[src/rtl/axi_pkg.sv]
// Shared AXI definitions for the write-channel responder.
// Contents: burst codes, response codes, legal beat size, FSM state encoding,
// and a helper that checks whether a WRAP burst length is legal.
package axi_pkg;

    localparam logic [1:0] BURST_FIXED = 2'd0;
    localparam logic [1:0] BURST_INCR  = 2'd1;
    localparam logic [1:0] BURST_WRAP  = 2'd2;

    localparam logic [1:0] RESP_OKAY   = 2'd0;
    localparam logic [1:0] RESP_SLVERR = 2'd2;

    // Only 4-byte beats exist on a 32-bit data path.
    localparam logic [2:0] SIZE_4B     = 3'd2;

    typedef enum logic [1:0] {
        ST_IDLE = 2'd0,
        ST_DATA = 2'd1,
        ST_RESP = 2'd2
    } state_t;

    // A WRAP burst must be 2, 4, 8 or 16 beats long.
    function automatic logic wrap_len_ok(input logic [7:0] len);
        return (len == 8'd1) || (len == 8'd3) || (len == 8'd7) || (len == 8'd15);
    endfunction

endpackage

[src/rtl/axi_burst_addr.sv]
// Next-beat address generator for 4-byte beats.
// Macro: AXI_WR_SLAVE_WRAP_EN builds the WRAP path; otherwise WRAP is not
// built and the address is simply held (the burst is flagged illegal upstream).
// Ports:
//   addr      - current beat address
//   burst     - captured awburst
//   len       - captured awlen (beats minus 1)
//   next_addr - address of the following beat
module axi_burst_addr
    import axi_pkg::*;
#(
    parameter int ADDRWID = 32
) (
    input  logic [ADDRWID-1:0] addr,
    input  logic [1:0]         burst,
    input  logic [7:0]         len,
    output logic [ADDRWID-1:0] next_addr
);

    logic [ADDRWID-1:0] incr_addr;
    assign incr_addr = addr + ADDRWID'(4);

`ifdef AXI_WR_SLAVE_WRAP_EN
    // Legal wrap lengths are 2^n-1, so the window byte mask is just {len, 2'b11}.
    logic [ADDRWID-1:0] wrap_mask;
    assign wrap_mask = ADDRWID'({len, 2'b11});
`else
    logic unused_len;
    assign unused_len = ^len;
`endif

    always_comb begin
        next_addr = addr;
        case (burst)
            BURST_INCR: next_addr = incr_addr;
`ifdef AXI_WR_SLAVE_WRAP_EN
            // Keep the window base bits, let only the offset bits roll over.
            BURST_WRAP: next_addr = (addr & ~wrap_mask) | (incr_addr & wrap_mask);
`endif
            default:    next_addr = addr;
        endcase
    end

endmodule

[src/rtl/axi_wr_slave_32.sv]
// Single-outstanding AXI4 write responder, 32-bit data path.
// Accepts one AW burst, turns each W beat into a local write strobe at an
// incrementing/fixed/wrapping address, then returns one B response.
// Macro: AXI_WR_SLAVE_WRAP_EN enables WRAP bursts; without it WRAP is SLVERR.
// Ports:
//   clk, rst_n (sync, active-low), softreset (sync clear)
//   AW: awid, awaddr, awlen, awsize, awburst, awvalid, awready
//   W : wdata, wstrb, wlast, wvalid, wready
//   B : bid, bresp, bvalid, bready
//   local_wr/local_addr/local_wdata/local_wstrb - local write port
module axi_wr_slave_32
    import axi_pkg::*;
#(
    parameter int IDWID   = 4,
    parameter int ADDRWID = 32
) (
    input  logic               clk,
    input  logic               rst_n,
    input  logic               softreset,
    input  logic [IDWID-1:0]   awid,
    input  logic [ADDRWID-1:0] awaddr,
    input  logic [7:0]         awlen,
    input  logic [2:0]         awsize,
    input  logic [1:0]         awburst,
    input  logic               awvalid,
    output logic               awready,
    input  logic [31:0]        wdata,
    input  logic [3:0]         wstrb,
    input  logic               wlast,
    input  logic               wvalid,
    output logic               wready,
    output logic [IDWID-1:0]   bid,
    output logic [1:0]         bresp,
    output logic               bvalid,
    input  logic               bready,
    output logic               local_wr,
    output logic [ADDRWID-1:0] local_addr,
    output logic [31:0]        local_wdata,
    output logic [3:0]         local_wstrb
);

    state_t             state_q, state_d;
    logic [IDWID-1:0]   id_q;
    logic [ADDRWID-1:0] addr_q, addr_nxt;
    logic [7:0]         len_q, cnt_q;
    logic [1:0]         burst_q;
    logic               err_q;
    logic               clr, aw_hs, beat, last_beat, aw_err;

    assign clr       = !rst_n || softreset;
    assign aw_hs     = awvalid && awready;
    assign beat      = wvalid && wready;
    assign last_beat = (cnt_q == len_q);

    // Request legality, judged once at AW time.
    always_comb begin
        aw_err = (awsize != SIZE_4B);
        case (awburst)
            BURST_FIXED, BURST_INCR: ;
`ifdef AXI_WR_SLAVE_WRAP_EN
            BURST_WRAP: if (!wrap_len_ok(awlen) || (awaddr[1:0] != 2'b00)) aw_err = 1'b1;
`endif
            default:    aw_err = 1'b1;
        endcase
    end

    always_ff @(posedge clk) begin
        if (clr) state_q <= ST_IDLE;
        else     state_q <= state_d;
    end

    // Ready/valid decode from registered state only; awready is also held
    // low while a clear is pending so no request is lost to the reset.
    always_comb begin
        state_d = state_q;
        awready = 1'b0;
        wready  = 1'b0;
        bvalid  = 1'b0;
        case (state_q)
            ST_IDLE: begin
                awready = !clr;
                if (aw_hs) state_d = ST_DATA;
            end
            ST_DATA: begin
                wready = 1'b1;
                if (beat && last_beat) state_d = ST_RESP;
            end
            ST_RESP: begin
                bvalid = 1'b1;
                if (bready) state_d = ST_IDLE;
            end
            default: state_d = ST_IDLE;
        endcase
    end

    always_ff @(posedge clk) begin
        if (clr) begin
            id_q    <= '0;
            addr_q  <= '0;
            len_q   <= '0;
            cnt_q   <= '0;
            burst_q <= '0;
            err_q   <= 1'b0;
        end else if (aw_hs) begin
            id_q    <= awid;
            addr_q  <= awaddr;
            len_q   <= awlen;
            cnt_q   <= '0;
            burst_q <= awburst;
            err_q   <= aw_err;
        end else if (beat) begin
            cnt_q  <= cnt_q + 8'd1;
            addr_q <= addr_nxt;
            // The beat count, not wlast, ends the burst; a misplaced or
            // missing wlast only poisons the response.
            if (last_beat ? !wlast : wlast) err_q <= 1'b1;
        end
    end

    axi_burst_addr #(.ADDRWID(ADDRWID)) u_burst_addr (
        .addr      (addr_q),
        .burst     (burst_q),
        .len       (len_q),
        .next_addr (addr_nxt)
    );

    assign local_wr    = beat && !err_q;
    assign local_addr  = addr_q;
    assign local_wdata = wdata;
    assign local_wstrb = wstrb;
    assign bid         = id_q;
    assign bresp       = (state_q == ST_RESP && err_q) ? RESP_SLVERR : RESP_OKAY;

endmodule

[config.mk]
export PLATFORM = sky130hd
export DESIGN_NAME = axi_wr_slave_32
export DESIGN_NICKNAME = d
export VERILOG_FILES = /design/src/rtl/axi_pkg.sv /design/src/rtl/axi_burst_addr.sv /design/src/rtl/axi_wr_slave_32.sv
export SDC_FILE = /design/constraint.sdc
export NUM_CORES = 1
export LEC_CHECK = 0
export BUFFER_PORTS_ARGS = -buffer_cell sky130_fd_sc_hd__clkbuf_2
export CORE_UTILIZATION = 41
export DETAILED_ROUTE_END_ITERATION = 7
export PLACE_DENSITY = 0.74
export SYNTH_ARGS = -nofsm -noshare
export SYNTH_HDL_FRONTEND = slang
export SYNTH_SLANG_ARGS = --single-unit
[constraint.sdc]
create_clock -name clk -period 1.7 [get_ports clk]
set_input_delay 0.34 -clock clk [delete_from_list [all_inputs] [get_ports clk]]
set_output_delay 0.34 -clock clk [all_outputs]
set_load 0.005 [all_outputs]
==> flow_results.xml, run 1 <==
<?xml version="1.0" encoding="UTF-8"?>
<metrics>
  <group name="timing">
    <metric name="clock-skew-final" unit="ns">0.01129</metric>
    <metric name="finalHoldWorstSlack" unit="ns">0.2253</metric>
    <metric name="postLayoutSetupSlackWorst" unit="ns">-0.007877</metric>
    <metric name="clock.fmax" unit="MHz">585.5</metric>
    <metric name="rsz0062_at_grt" unit="">true</metric>
    <metric name="slew_viol_final" unit="">0</metric>
    <metric name="finalSetupTns" unit="ns">-0.007877</metric>
    <metric name="count_of_endpoints_failing_setup_in_the_final_report" unit="">1</metric>
    <metric name="post-route-period-util" unit="%">100.5</metric>
    <metric name="finalHoldViolCount" unit="">0</metric>
    <metric name="fin_crit" unit="ns">1.708</metric>
  </group>
  <group name="synthesis">
    <metric name="synth_top_family_by_area" unit="">simple AND/OR/NAND/NOR gates</metric>
    <metric name="async_reset_ff_share" unit="%">0</metric>
    <metric name="synthesized_nets" unit="">505</metric>
    <metric name="yosys.area_share.simple" unit="%">27.08</metric>
    <metric name="post_synth_fa_ha_maj_area_fraction" unit="%">0.7616</metric>
    <metric name="synthMuxAreaShare" unit="%">0</metric>
    <metric name="synth.lib_cells_used.distinct" unit="">54</metric>
    <metric name="synth_compound_gate_area_share" unit="%">17.78</metric>
    <metric name="ys.warnings.count" unit="">0</metric>
    <metric name="netlist_instances" unit="">411</metric>
    <metric name="synth-xor-area-share" unit="%">7.730</metric>
    <metric name="fraction_of_the_yosys_area_taken_by_sequential_cells" unit="%">34.73</metric>
    <metric name="synth-seq-cells" unit="">57</metric>
    <metric name="synth.avg_cell_area" unit="um^2">7.994</metric>
    <metric name="number_of_flops_mapped_to_enable_cells_by_yosys" unit="">0</metric>
    <metric name="netlist_area" unit="um^2">3286</metric>
    <metric name="dominantRegCellSynth" unit="">sky130_fd_sc_hd__dfxtp_1</metric>
  </group>
  <group name="power">
    <metric name="irDropWorstVdd" unit="mV">0.4144</metric>
    <metric name="power_per_cell_area" unit="nW/um^2">691.4</metric>
    <metric name="internal_power" unit="mW">2.159</metric>
    <metric name="clkPwrFrac" unit="%">38.2</metric>
    <metric name="power.net_switching" unit="uW">779.7</metric>
    <metric name="swShare" unit="%">26.53</metric>
    <metric name="total_leakage_power" unit="nW">1.878</metric>
    <metric name="power.combinational.fraction" unit="%">13.8</metric>
    <metric name="report.power.total" unit="mW">2.939</metric>
    <metric name="seqPwrFrac" unit="%">48.0</metric>
  </group>
  <group name="placed_design">
    <metric name="place_worst_setup_slack" unit="ns">-0.09348</metric>
    <metric name="detailed_placement_wirelength_estimate" unit="mm">6.539</metric>
    <metric name="io_buffer_count" unit="">96</metric>
    <metric name="gp_congestion" unit="">0.8197</metric>
    <metric name="postPlaceCellArea" unit="um^2">3985</metric>
  </group>
  <group name="die">
    <metric name="floorplan.die_area" unit="um^2">8376</metric>
    <metric name="die_width" unit="um">91.52</metric>
    <metric name="initial_core_util" unit="%">42.52</metric>
    <metric name="die_height" unit="um">91.52</metric>
    <metric name="placement_rows" unit="">32</metric>
    <metric name="io-pin-count" unit="">170</metric>
    <metric name="coreArea" unit="um^2">7727</metric>
  </group>
  <group name="route">
    <metric name="firstDrtPassIters" unit="">4</metric>
    <metric name="drc_errors" unit="">0</metric>
    <metric name="wl_per_cell" unit="um">14.88</metric>
    <metric name="via_per_inst" unit="">5.286</metric>
    <metric name="drtAntennaViolNets" unit="">0</metric>
    <metric name="detail_route.iter0.violations" unit="">168</metric>
    <metric name="total_wirelength_of_the_detailed_routed_design" unit="mm">9.197</metric>
    <metric name="vias" unit="">3267</metric>
  </group>
  <group name="global_routing">
    <metric name="initial_antenna_violation_count" unit="">0</metric>
    <metric name="number_of_global_route_vias_before_repair" unit="">3259</metric>
    <metric name="pin_count_of_the_biggest_net_entering_global_routing" unit="">41</metric>
    <metric name="grt_pass1_wl" unit="mm">15.13</metric>
    <metric name="grt_remaining_overflow" unit="">0</metric>
    <metric name="overall_global_routing_usage" unit="%">22.77</metric>
  </group>
  <group name="finish">
    <metric name="fin_area" unit="um^2">4250</metric>
    <metric name="num-fill-cells" unit="">715</metric>
    <metric name="final_net_count" unit="">607</metric>
    <metric name="drive_gt1_share" unit="%">39.15</metric>
    <metric name="area_growth_from_synthesis_to_final_layout" unit="%">29.36</metric>
    <metric name="antenna-diode-count" unit="">0</metric>
  </group>
  <group name="clock_network">
    <metric name="htree_num_levels" unit="">3</metric>
    <metric name="cts_buffers" unit="">9</metric>
    <metric name="cts_tree" unit="">built</metric>
    <metric name="post_cts_hold_buffer_count" unit="">0</metric>
    <metric name="cts_sinks" unit="">57</metric>
    <metric name="post_cts_setup_buffer_count" unit="">0</metric>
    <metric name="clock_tree.buffer_depth" unit="">2</metric>
    <metric name="clk-insertion-delay-late" unit="ns">0.34</metric>
    <metric name="cts_root_buf" unit="">sky130_fd_sc_hd__clkbuf_8</metric>
    <metric name="clk_transition_reported_paths" unit="ns">0.07</metric>
  </group>
  <group name="worst_setup_path">
    <metric name="crit_fanout" unit="">4</metric>
    <metric name="setup.worst_path.start_class" unit="">flop</metric>
    <metric name="setup.worst_path.start" unit="">local_addr[3]$_SDFFE_PP0P_</metric>
    <metric name="worstPathRequired" unit="ns">1.97</metric>
    <metric name="timing.critical_path.to_type" unit="">flop</metric>
    <metric name="reg2reg_slack" unit="ns">-0.008</metric>
    <metric name="timing.setup.critical_path_class" unit="">reg -&gt; reg</metric>
    <metric name="cp.arrival" unit="ns">1.97</metric>
    <metric name="timing.rr.start" unit="">local_addr[3]$_SDFFE_PP0P_</metric>
  </group>
  <group name="flow_run">
    <metric name="max_cap_violations" unit="">0</metric>
  </group>
  <group name="min_path">
    <metric name="worst_hold_startpoint" unit="">awlen[5]</metric>
    <metric name="hold_path_class" unit="">in -&gt; reg</metric>
  </group>
  <group name="outcome">
    <metric name="outcome" unit="">complete, but fails checks</metric>
    <metric name="violations" unit="">negative setup slack</metric>
  </group>
</metrics>
cells by family (layout without fill, tap and decap cells):
group | after synthesis | in the layout
compound gates | 99 | 99
xor+xnor | 29 | 29
flops | 57 | 57
buf+inv | 62 | 167
fa+ha+maj | 2 | 2
other cells | 1 | 1
simple gates | 161 | 161
state kept, by name (all words and copies together), names as in the netlist:
name        cells
burst_q         2
len_q           8
bid             4
state_q         2
err_q           1
cnt_q           8
local_addr     32
layer usage:
metal  share of wire, %  track usage, %  vias to the layer above  wire length (um)
met2                 49           39.66                      122              4548
met3                6.8           6.114                       18               622
met1                 42           26.84                     1515              3876
met5                  0               0                        -                 0
li1                   -               -                     1612                 -
met4                1.6           7.672                        0               150
placed cells by master (no fill, tap or decap), types with 3 or more instances in the layout:
cell type                   instances
sky130_fd_sc_hd__xor2_1            13
sky130_fd_sc_hd__nor2_2             3
sky130_fd_sc_hd__nand3_1            9
sky130_fd_sc_hd__o211ai_1           3
sky130_fd_sc_hd__dfxtp_1           52
sky130_fd_sc_hd__a211oi_1           3
sky130_fd_sc_hd__o21ai_1            4
sky130_fd_sc_hd__nor4_1             5
sky130_fd_sc_hd__nor2_1            27
sky130_fd_sc_hd__nor3_2             3
sky130_fd_sc_hd__a22oi_1            3
sky130_fd_sc_hd__and4_1             3
sky130_fd_sc_hd__o21ai_0           16
sky130_fd_sc_hd__nand4_1            6
sky130_fd_sc_hd__xnor2_1           16
sky130_fd_sc_hd__a21oi_1           44
sky130_fd_sc_hd__and3_1             6
sky130_fd_sc_hd__nor3_1             6
sky130_fd_sc_hd__inv_1              3
sky130_fd_sc_hd__nor2b_1            4
sky130_fd_sc_hd__buf_12             3
sky130_fd_sc_hd__buf_4             50
sky130_fd_sc_hd__nor3_4             3
sky130_fd_sc_hd__a2bb2oi_1          3
sky130_fd_sc_hd__clkbuf_2          96
sky130_fd_sc_hd__nand2_1           57
sky130_fd_sc_hd__nor4_4             3
sky130_fd_sc_hd__dfxtp_2            3
sky130_fd_sc_hd__a31oi_1            6
sky130_fd_sc_hd__clkbuf_8          11
sky130_fd_sc_hd__and2_1             3
sky130_fd_sc_hd__a32oi_1            3
sky130_fd_sc_hd__o22ai_1            5
critical path: stages, from the launching register on:
cell                      delay (ns)
sky130_fd_sc_hd__dfxtp_4        0.38
sky130_fd_sc_hd__ha_4           0.13
sky130_fd_sc_hd__and3_4         0.22
sky130_fd_sc_hd__nand4_4        0.11
sky130_fd_sc_hd__or3_4          0.37
sky130_fd_sc_hd__or3_1          0.31
sky130_fd_sc_hd__a31oi_1        0.12
power groups by stage:
stage,clock (mW),sequential [mW],combinational (mW)
6_report,1.12,1.41,0.404
5_1_grt,1.21,1.42,0.447
2_1_floorplan,0,1.45,0.238
4_1_cts,1.15,1.41,0.403
3_5_place_dp,0,1.44,0.400
3_3_place_gp,0,1.44,0.393
timing repair:
| item | 4_1_cts | 5_1_grt |
|---|---|---|
| gates resized for setup | 3 | 20 |
| setup endpoints to repair | 3 | 21 |
| pin swaps | 1 | 7 |
cells in the mapped netlist, types with 6 or more instances:
cell / n / area, um^2
sky130_fd_sc_hd__nand2_1: 59 / 221.5
sky130_fd_sc_hd__dfxtp_1: 57 / 1141
sky130_fd_sc_hd__a21oi_1: 44 / 220.2
sky130_fd_sc_hd__buf_4: 38 / 285.3
sky130_fd_sc_hd__nor2_1: 29 / 108.9
sky130_fd_sc_hd__clkbuf_1: 16 / 60.06
sky130_fd_sc_hd__o21ai_0: 16 / 80.08
sky130_fd_sc_hd__xnor2_1: 16 / 140.1
sky130_fd_sc_hd__xor2_1: 13 / 113.9
sky130_fd_sc_hd__nand3_1: 9 / 45.04
sky130_fd_sc_hd__and3_1: 7 / 43.79
sky130_fd_sc_hd__nor3_1: 7 / 35.03
sky130_fd_sc_hd__nor4_1: 7 / 43.79
sky130_fd_sc_hd__a31oi_1: 6 / 37.54
sky130_fd_sc_hd__nand4_1: 6 / 37.54
layout make-up:
type / count / area [um^2] / share of cell area [%]
multi-input cells: 292 / 1863 / 43.83
clock inverters: 3 / 17.52 / 0.4121
repair buffers: 150 / 927.1 / 21.81
flip-flops and latches: 57 / 1152 / 27.11
well taps: 102 / 127.6 / 3.003
inverters: 3 / 11.26 / 0.2649
clock buffers: 11 / 151.4 / 3.562
metrics by stage:
| stage | std cells | util (%) |
|---|---|---|
| after floorplan | 411 | - |
| after global placement | 604 | 51.57 |
| after detailed placement | 604 | 51.57 |
| after CTS | 618 | 53.98 |
| after global routing | 618 | 55.00 |
| final | 618 | 55.00 |
final timing paths:
path | to | cells after the start
worst max-delay path | local_addr[18]$_SDFFE_PP0P_ | 6
worst max register to register | local_addr[18]$_SDFFE_PP0P_ | 6
worst min-delay path | len_q[5]$_SDFFE_PP0P_ | 3
worst min register to register | local_addr[0]$_SDFFE_PP0P_ | 2
Power figures use the tool's default switching activity.
==> run 2: changes to the inputs <==
--- a/config.mk
+++ b/config.mk
@@ -6,9 +6,11 @@
 export NUM_CORES = 1
 export LEC_CHECK = 0
 export BUFFER_PORTS_ARGS = -buffer_cell sky130_fd_sc_hd__clkbuf_2
-export CORE_UTILIZATION = 41
+export CELL_PAD_IN_SITES_DETAIL_PLACEMENT = 1
+export CELL_PAD_IN_SITES_GLOBAL_PLACEMENT = 1
+export CORE_UTILIZATION = 29
 export DETAILED_ROUTE_END_ITERATION = 7
-export PLACE_DENSITY = 0.74
+export PLACE_DENSITY = 0.76
 export SYNTH_ARGS = -nofsm -noshare
 export SYNTH_HDL_FRONTEND = slang
 export SYNTH_SLANG_ARGS = --single-unit
==> run 2 against run 1 <==
Net effect: the run still ends with negative setup slack left; total power is 28% higher; worst hold slack better by 0.0081 ns; sequential power hardly changed; routed wire length is 23% higher; non-clock buffer count is 7 higher; register-to-register slack hardly changed; critical endpoint is now local_addr[9]$_SDFFE_PP0P_; largest cell class unchanged; largest power group is now clock; highest routed layer unchanged.
==> flow_results.xml, run 2 (synthesized netlist as in run 1, its figures left out) <==
<?xml version="1.0" encoding="UTF-8"?>
<metrics>
  <group name="worst_setup_path">
    <metric name="cp.arrival" unit="ns">1.93</metric>
    <metric name="crit_fanout" unit="">14</metric>
    <metric name="setup.worst_path.start" unit="">state_q[1]$_SDFFE_PP0P_</metric>
    <metric name="setup.worst_path.start_class" unit="">flop</metric>
    <metric name="timing.setup.critical_path_class" unit="">reg -&gt; reg</metric>
    <metric name="timing.rr.start" unit="">state_q[1]$_SDFFE_PP0P_</metric>
    <metric name="worstPathRequired" unit="ns">1.91</metric>
    <metric name="timing.critical_path.to_type" unit="">flop</metric>
  </group>
  <group name="finish">
    <metric name="antenna-diode-count" unit="">0</metric>
    <metric name="largest_register_ffs" unit="">32</metric>
    <metric name="final_net_count" unit="">614</metric>
    <metric name="fin_area" unit="um^2">4518</metric>
    <metric name="layout_commonest_cell" unit="">sky130_fd_sc_hd__clkbuf_2</metric>
    <metric name="finalCoreUtilization" unit="%">41.32</metric>
    <metric name="area_growth_from_synthesis_to_final_layout" unit="%">37.51</metric>
    <metric name="layout_common_cells" unit="">95 x sky130_fd_sc_hd__clkbuf_2, 58 x sky130_fd_sc_hd__nand2_1, 53 x sky130_fd_sc_hd__buf_4, 49 x sky130_fd_sc_hd__dfxtp_1, 44 x sky130_fd_sc_hd__a21oi_1</metric>
    <metric name="drive_gt1_share" unit="%">41.14</metric>
  </group>
  <group name="timing">
    <metric name="post-route-period-util" unit="%">101.0</metric>
    <metric name="rsz0062_at_grt" unit="">true</metric>
    <metric name="finalHoldViolCount" unit="">0</metric>
    <metric name="finalSetupTns" unit="ns">-0.02354</metric>
    <metric name="fin_crit" unit="ns">1.718</metric>
    <metric name="clock-skew-final" unit="ns">0.007262</metric>
    <metric name="count_of_endpoints_failing_setup_in_the_final_report" unit="">2</metric>
    <metric name="postLayoutSetupSlackWorst" unit="ns">-0.01770</metric>
    <metric name="slew_viol_final" unit="">0</metric>
    <metric name="clock.fmax" unit="MHz">582.2</metric>
  </group>
  <group name="clock_network">
    <metric name="clk_transition_reported_paths" unit="ns">0.05</metric>
    <metric name="cts_root_buf" unit="">sky130_fd_sc_hd__clkbuf_16</metric>
    <metric name="post_cts_hold_buffer_count" unit="">0</metric>
    <metric name="cts_sinks" unit="">57</metric>
    <metric name="cts_buffers" unit="">9</metric>
    <metric name="clk-insertion-delay-late" unit="ns">0.34</metric>
    <metric name="htree_num_levels" unit="">3</metric>
    <metric name="clock_tree.buffer_depth" unit="">2</metric>
    <metric name="cts_tree" unit="">built</metric>
  </group>
  <group name="outcome">
    <metric name="violations" unit="">negative setup slack</metric>
    <metric name="outcome" unit="">complete, but fails checks</metric>
  </group>
  <group name="die">
    <metric name="initial_core_util" unit="%">30.05</metric>
    <metric name="die_width" unit="um">108.4</metric>
    <metric name="io-pin-count" unit="">170</metric>
    <metric name="floorplan.die_area" unit="um^2">11760</metric>
    <metric name="die_height" unit="um">108.4</metric>
    <metric name="placement_rows" unit="">38</metric>
    <metric name="coreArea" unit="um^2">10940</metric>
  </group>
  <group name="flow_run">
    <metric name="max_cap_violations" unit="">0</metric>
  </group>
  <group name="power">
    <metric name="swShare" unit="%">24.07</metric>
    <metric name="clkPwrFrac" unit="%">51.0</metric>
    <metric name="report.power.total" unit="mW">3.754</metric>
    <metric name="irDropWorstVdd" unit="mV">0.3221</metric>
    <metric name="power_per_cell_area" unit="nW/um^2">830.8</metric>
    <metric name="power.net_switching" unit="uW">903.6</metric>
    <metric name="total_leakage_power" unit="nW">1.916</metric>
    <metric name="internal_power" unit="mW">2.850</metric>
    <metric name="seqPwrFrac" unit="%">37.7</metric>
    <metric name="power.combinational.fraction" unit="%">11.3</metric>
  </group>
  <group name="placed_design">
    <metric name="detailed_placement_wirelength_estimate" unit="mm">8.192</metric>
    <metric name="postPlaceCellArea" unit="um^2">4038</metric>
    <metric name="gp_congestion" unit="">0.7875</metric>
    <metric name="place_worst_setup_slack" unit="ns">-0.2368</metric>
    <metric name="io_buffer_count" unit="">96</metric>
  </group>
  <group name="route">
    <metric name="total_wirelength_of_the_detailed_routed_design" unit="mm">11.34</metric>
    <metric name="firstDrtPassIters" unit="">4</metric>
    <metric name="detail_route.iter0.violations" unit="">124</metric>
    <metric name="wl_per_cell" unit="um">17.06</metric>
    <metric name="via_per_inst" unit="">5.123</metric>
    <metric name="drtAntennaViolNets" unit="">0</metric>
    <metric name="vias" unit="">3407</metric>
    <metric name="drc_errors" unit="">0</metric>
  </group>
  <group name="min_path">
    <metric name="worst_hold_startpoint" unit="">awlen[7]</metric>
    <metric name="hold_path_class" unit="">in -&gt; reg</metric>
  </group>
  <group name="global_routing">
    <metric name="initial_antenna_violation_count" unit="">0</metric>
    <metric name="number_of_global_route_vias_before_repair" unit="">3583</metric>
    <metric name="grt_pass1_wl" unit="mm">17.63</metric>
    <metric name="overall_global_routing_usage" unit="%">19.81</metric>
    <metric name="grt_remaining_overflow" unit="">0</metric>
    <metric name="pin_count_of_the_biggest_net_entering_global_routing" unit="">34</metric>
  </group>
</metrics>
-- run 2: changes by cell type in the layout (fill, tap and decap cells not counted), sizes merged --
cell,delta
clkbuf,-2
clkinv,+1
bufinv,+2
buf,+8
-- run 2: layout make-up --
type                       count  area, um^2
fill                        1344        6417
multi-input combinational    292        1868
sequential                    57        1159
timing repair buffer         157       993.5
clock buffer                  10       229.0
tap                          140       175.2
clock inverter                 6       82.58
inverter                       3       11.26
-- run 2: path summary, 6_finish.rpt --
| check | cells past startpoint | slack [ns] | endpoint |
|---|---|---|---|
| hold reg to reg | 2 | 0.46 | local_addr[1]$_SDFFE_PP0P_ |
| setup reg to reg | 7 | -0.02 | local_addr[9]$_SDFFE_PP0P_ |
| setup / recovery | 7 | -0.02 | local_addr[9]$_SDFFE_PP0P_ |
| hold / removal | 3 | 0.23 | len_q[7]$_SDFFE_PP0P_ |
-- run 2: timing repair --
item | in CTS | in global routing
endpoints found under the hold margin | 0 | 0
cloned | 0 | 0
resized for setup | 9 | 28
pin swaps | 2 | 4
setup buffers | 3 | 2
setup endpoints to repair | 14 | 19
-- run 2: power by group through the flow --
stage	registers [mW]	logic, mW	clock network, mW
4_1_cts	1.41	0.416	1.96
3_5_place_dp	1.44	0.412	0
2_1_floorplan	1.45	0.238	0
5_1_grt	1.42	0.469	2.02
6_report	1.41	0.426	1.91
3_3_place_gp	1.44	0.398	0
-- run 2: metal layers --
layer	track usage, %	vias to the layer above	routed length (um)	share of wire [%]
met2	34.22	96	5687	50
met1	22.90	1649	4945	44
met4	9.363	0	216	1.9
met5	0	-	0	0
li1	-	1636	-	-
met3	4.702	26	491	4.3
-- run 2: per-stage QoR --
step                      cells  hold WS, ns
after floorplan             411       0.4446
after global placement      644       0.4409
after detailed placement    644       0.4568
after CTS                   663       0.2239
after global routing        665       0.2382
final                       665       0.2333
-- run 2: worst max-delay path: stages, from the launching register on --
cell and delay, ns:
sky130_fd_sc_hd__dfxtp_4 0.38, sky130_fd_sc_hd__and3b_2 0.23, sky130_fd_sc_hd__nand2_1 0.12, sky130_fd_sc_hd__buf_6 0.16, sky130_fd_sc_hd__buf_8 0.16, sky130_fd_sc_hd__o21ai_0 0.15
sky130_fd_sc_hd__a221oi_2 0.31, sky130_fd_sc_hd__nor2_1 0.08
==> run 3: changes to the inputs <==
--- a/config.mk
+++ b/config.mk
@@ -11,6 +11,7 @@
 export CORE_UTILIZATION = 29
 export DETAILED_ROUTE_END_ITERATION = 7
 export PLACE_DENSITY = 0.76
+export SETUP_SLACK_MARGIN = 0.15
 export SYNTH_ARGS = -nofsm -noshare
 export SYNTH_HDL_FRONTEND = slang
 export SYNTH_SLANG_ARGS = --single-unit
==> run 3 against run 2 <==
Net effect: the run still ends with negative setup slack left; total power increased by 4.5%; global-route usage about the same; flip-flop and latch count unchanged; final cell count increased by 0.45%; clock skew about the same; combinational power increased by 4%; setup slack improved by 0.0070 ns; non-clock buffer count increased by 3; worst hold slack about the same; maximum frequency increased by 0.41%; sequential power about the same.
==> flow_results.xml, run 3 (synthesized netlist as in run 1, its figures left out) <==
<?xml version="1.0" encoding="UTF-8"?>
<metrics>
  <group name="route">
    <metric name="drt-met1-wl" unit="mm">4.598</metric>
    <metric name="detail_route.iter0.violations" unit="">77</metric>
    <metric name="via_per_inst" unit="">5.144</metric>
    <metric name="drc_errors" unit="">0</metric>
    <metric name="vias" unit="">3436</metric>
    <metric name="maxUsedRoutingLayer" unit="">met4</metric>
    <metric name="detailroute.wirelength.met3" unit="um">617</metric>
    <metric name="total_wirelength_of_the_detailed_routed_design" unit="mm">11.40</metric>
    <metric name="drtAntennaViolNets" unit="">0</metric>
    <metric name="routed-wl-met2" unit="mm">5.958</metric>
    <metric name="wl_per_cell" unit="um">17.07</metric>
    <metric name="firstDrtPassIters" unit="">4</metric>
  </group>
  <group name="die">
    <metric name="die_height" unit="um">108.4</metric>
    <metric name="placement_rows" unit="">38</metric>
    <metric name="floorplan.die_area" unit="um^2">11760</metric>
    <metric name="die_width" unit="um">108.4</metric>
    <metric name="coreArea" unit="um^2">10940</metric>
    <metric name="initial_core_util" unit="%">30.05</metric>
    <metric name="io-pin-count" unit="">170</metric>
  </group>
  <group name="finish">
    <metric name="layout_commonest_cell" unit="">sky130_fd_sc_hd__clkbuf_2</metric>
    <metric name="layout_common_cells" unit="">96 x sky130_fd_sc_hd__clkbuf_2, 55 x sky130_fd_sc_hd__nand2_1, 53 x sky130_fd_sc_hd__buf_4, 50 x sky130_fd_sc_hd__dfxtp_1, 43 x sky130_fd_sc_hd__a21oi_1</metric>
    <metric name="antenna-diode-count" unit="">0</metric>
    <metric name="finalCoreUtilization" unit="%">42.88</metric>
    <metric name="area_growth_from_synthesis_to_final_layout" unit="%">42.73</metric>
    <metric name="fin_area" unit="um^2">4690</metric>
    <metric name="largest_register_ffs" unit="">32</metric>
    <metric name="drive_gt1_share" unit="%">43.56</metric>
    <metric name="final_net_count" unit="">617</metric>
  </group>
  <group name="power">
    <metric name="total_leakage_power" unit="nW">2.067</metric>
    <metric name="power_per_cell_area" unit="nW/um^2">836.6</metric>
    <metric name="irDropWorstVdd" unit="mV">0.3747</metric>
  </group>
  <group name="timing">
    <metric name="clock.fmax" unit="MHz">584.6</metric>
    <metric name="postLayoutSetupSlackWorst" unit="ns">-0.01070</metric>
    <metric name="rsz0062_at_grt" unit="">true</metric>
    <metric name="count_of_endpoints_failing_setup_in_the_final_report" unit="">1</metric>
    <metric name="finalHoldViolCount" unit="">0</metric>
    <metric name="slew_viol_final" unit="">0</metric>
    <metric name="finalHoldWorstSlack" unit="ns">0.2332</metric>
    <metric name="fin_crit" unit="ns">1.711</metric>
    <metric name="post-route-period-util" unit="%">100.6</metric>
    <metric name="clock-skew-final" unit="ns">0.006947</metric>
  </group>
  <group name="clock_network">
    <metric name="htree_num_levels" unit="">3</metric>
    <metric name="clock_tree.buffer_depth" unit="">2</metric>
    <metric name="clk-insertion-delay-late" unit="ns">0.33</metric>
    <metric name="post_cts_hold_buffer_count" unit="">0</metric>
    <metric name="cts_buffers" unit="">9</metric>
    <metric name="clk_transition_reported_paths" unit="ns">0.06</metric>
    <metric name="cts_tree" unit="">built</metric>
    <metric name="cts_root_buf" unit="">sky130_fd_sc_hd__clkbuf_16</metric>
    <metric name="cts_sinks" unit="">57</metric>
  </group>
  <group name="placed_design">
    <metric name="detailed_placement_wirelength_estimate" unit="mm">8.005</metric>
    <metric name="postPlaceCellArea" unit="um^2">4023</metric>
    <metric name="io_buffer_count" unit="">96</metric>
    <metric name="gp_congestion" unit="">0.8280</metric>
  </group>
  <group name="worst_setup_path">
    <metric name="timing.critical_path.to_type" unit="">flop</metric>
    <metric name="critical_path_buf_inv_count" unit="">0</metric>
    <metric name="path_delay_family" unit="">simple AND/OR/NAND/NOR gates</metric>
    <metric name="crit_path_max_incr_delay" unit="ns">0.36</metric>
    <metric name="cp_slowest_cell" unit="">sky130_fd_sc_hd__dfxtp_4</metric>
    <metric name="setup.worst_path.start_class" unit="">flop</metric>
    <metric name="timing.setup.critical_path_class" unit="">reg -&gt; reg</metric>
    <metric name="crit_fanout" unit="">3</metric>
    <metric name="worstPathRequired" unit="ns">1.95</metric>
    <metric name="cp.arrival" unit="ns">1.97</metric>
    <metric name="path_cells" unit="">ha_4 -&gt; and3_4 -&gt; nand4_4 -&gt; or3_4 -&gt; or3_1 -&gt; a31oi_1</metric>
  </group>
  <group name="global_routing">
    <metric name="initial_antenna_violation_count" unit="">0</metric>
    <metric name="overall_global_routing_usage" unit="%">19.81</metric>
    <metric name="grt_remaining_overflow" unit="">0</metric>
    <metric name="pin_count_of_the_biggest_net_entering_global_routing" unit="">41</metric>
    <metric name="grt_pass1_wl" unit="mm">17.92</metric>
    <metric name="number_of_global_route_vias_before_repair" unit="">3636</metric>
  </group>
  <group name="outcome">
    <metric name="outcome" unit="">complete, but fails checks</metric>
    <metric name="violations" unit="">negative setup slack</metric>
  </group>
  <group name="flow_run">
    <metric name="max_cap_violations" unit="">0</metric>
  </group>
  <group name="min_path">
    <metric name="hold_path_class" unit="">in -&gt; reg</metric>
  </group>
</metrics>
run 3: changes by cell type in the layout (fill, tap and decap cells not counted), sizes merged:
cell / change
buf: +2
clkinv: -2
clkbuf: +3
run 3: metrics by stage:
step                      total power [mW]  TNS (ns)  setup slack [ns]  cells
after floorplan                      1.689         0           0.03411    411
after global placement               1.838         0           0.02211    638
after detailed placement             1.853  -0.05491          -0.02922    638
after CTS                            3.943  -0.01758          -0.01532    662
after global routing                 4.073   -0.2020          -0.08204    668
final                                3.923  -0.01070          -0.01070    668
run 3: final cells by class:
cell class	instances	area, um^2
clock inverter	4	72.57
timing repair buffer	160	1020
sequential	57	1157
inverter	3	11.26
multi-input combinational	292	1986
tap	140	175.2
clock buffer	12	267.8
fill	1335	6246
run 3: where the power goes:
part / total [mW] / internal, mW / switching [mW]
Sequential: 1.41 / 1.38 / 0.0345
Clock: 2.07 / 1.41 / 0.661
Combinational: 0.442 / 0.208 / 0.233
run 3: routing by layer:
layer	track usage, %	vias up
met5	0	-
met3	4.822	28
met4	6.564	0
met2	36.21	118
met1	22.28	1658
li1	-	1632
run 3: worst paths after layout:
kind / startpoint / end / slack [ns] / depth (start not counted)
setup / recovery: local_addr[2]$_SDFFE_PP0P_ / local_addr[18]$_SDFFE_PP0P_ / -0.01 / 6
hold / removal: awid[0] / bid[0]$_SDFFE_PP0P_ / 0.23 / 3
setup reg to reg: local_addr[2]$_SDFFE_PP0P_ / local_addr[18]$_SDFFE_PP0P_ / -0.01 / 6
hold reg to reg: local_addr[1]$_SDFFE_PP0P_ / local_addr[1]$_SDFFE_PP0P_ / 0.46 / 2
run 3: worst min-delay path, delay by kind of cell:
| kind | cells | cell delay, ns |
|---|---|---|
| AO/OA/AOI/OAI | 1 | 0.05 |
| buffers and inverters | 1 | 0.08 |
| AND/OR/NAND/NOR | 1 | 0.04 |
run 3: repair_timing:
item	in CTS	in global routing
endpoints found under the setup margin	25	36
pin swaps	7	5
setup buffers	8	6
resized for setup	19	34
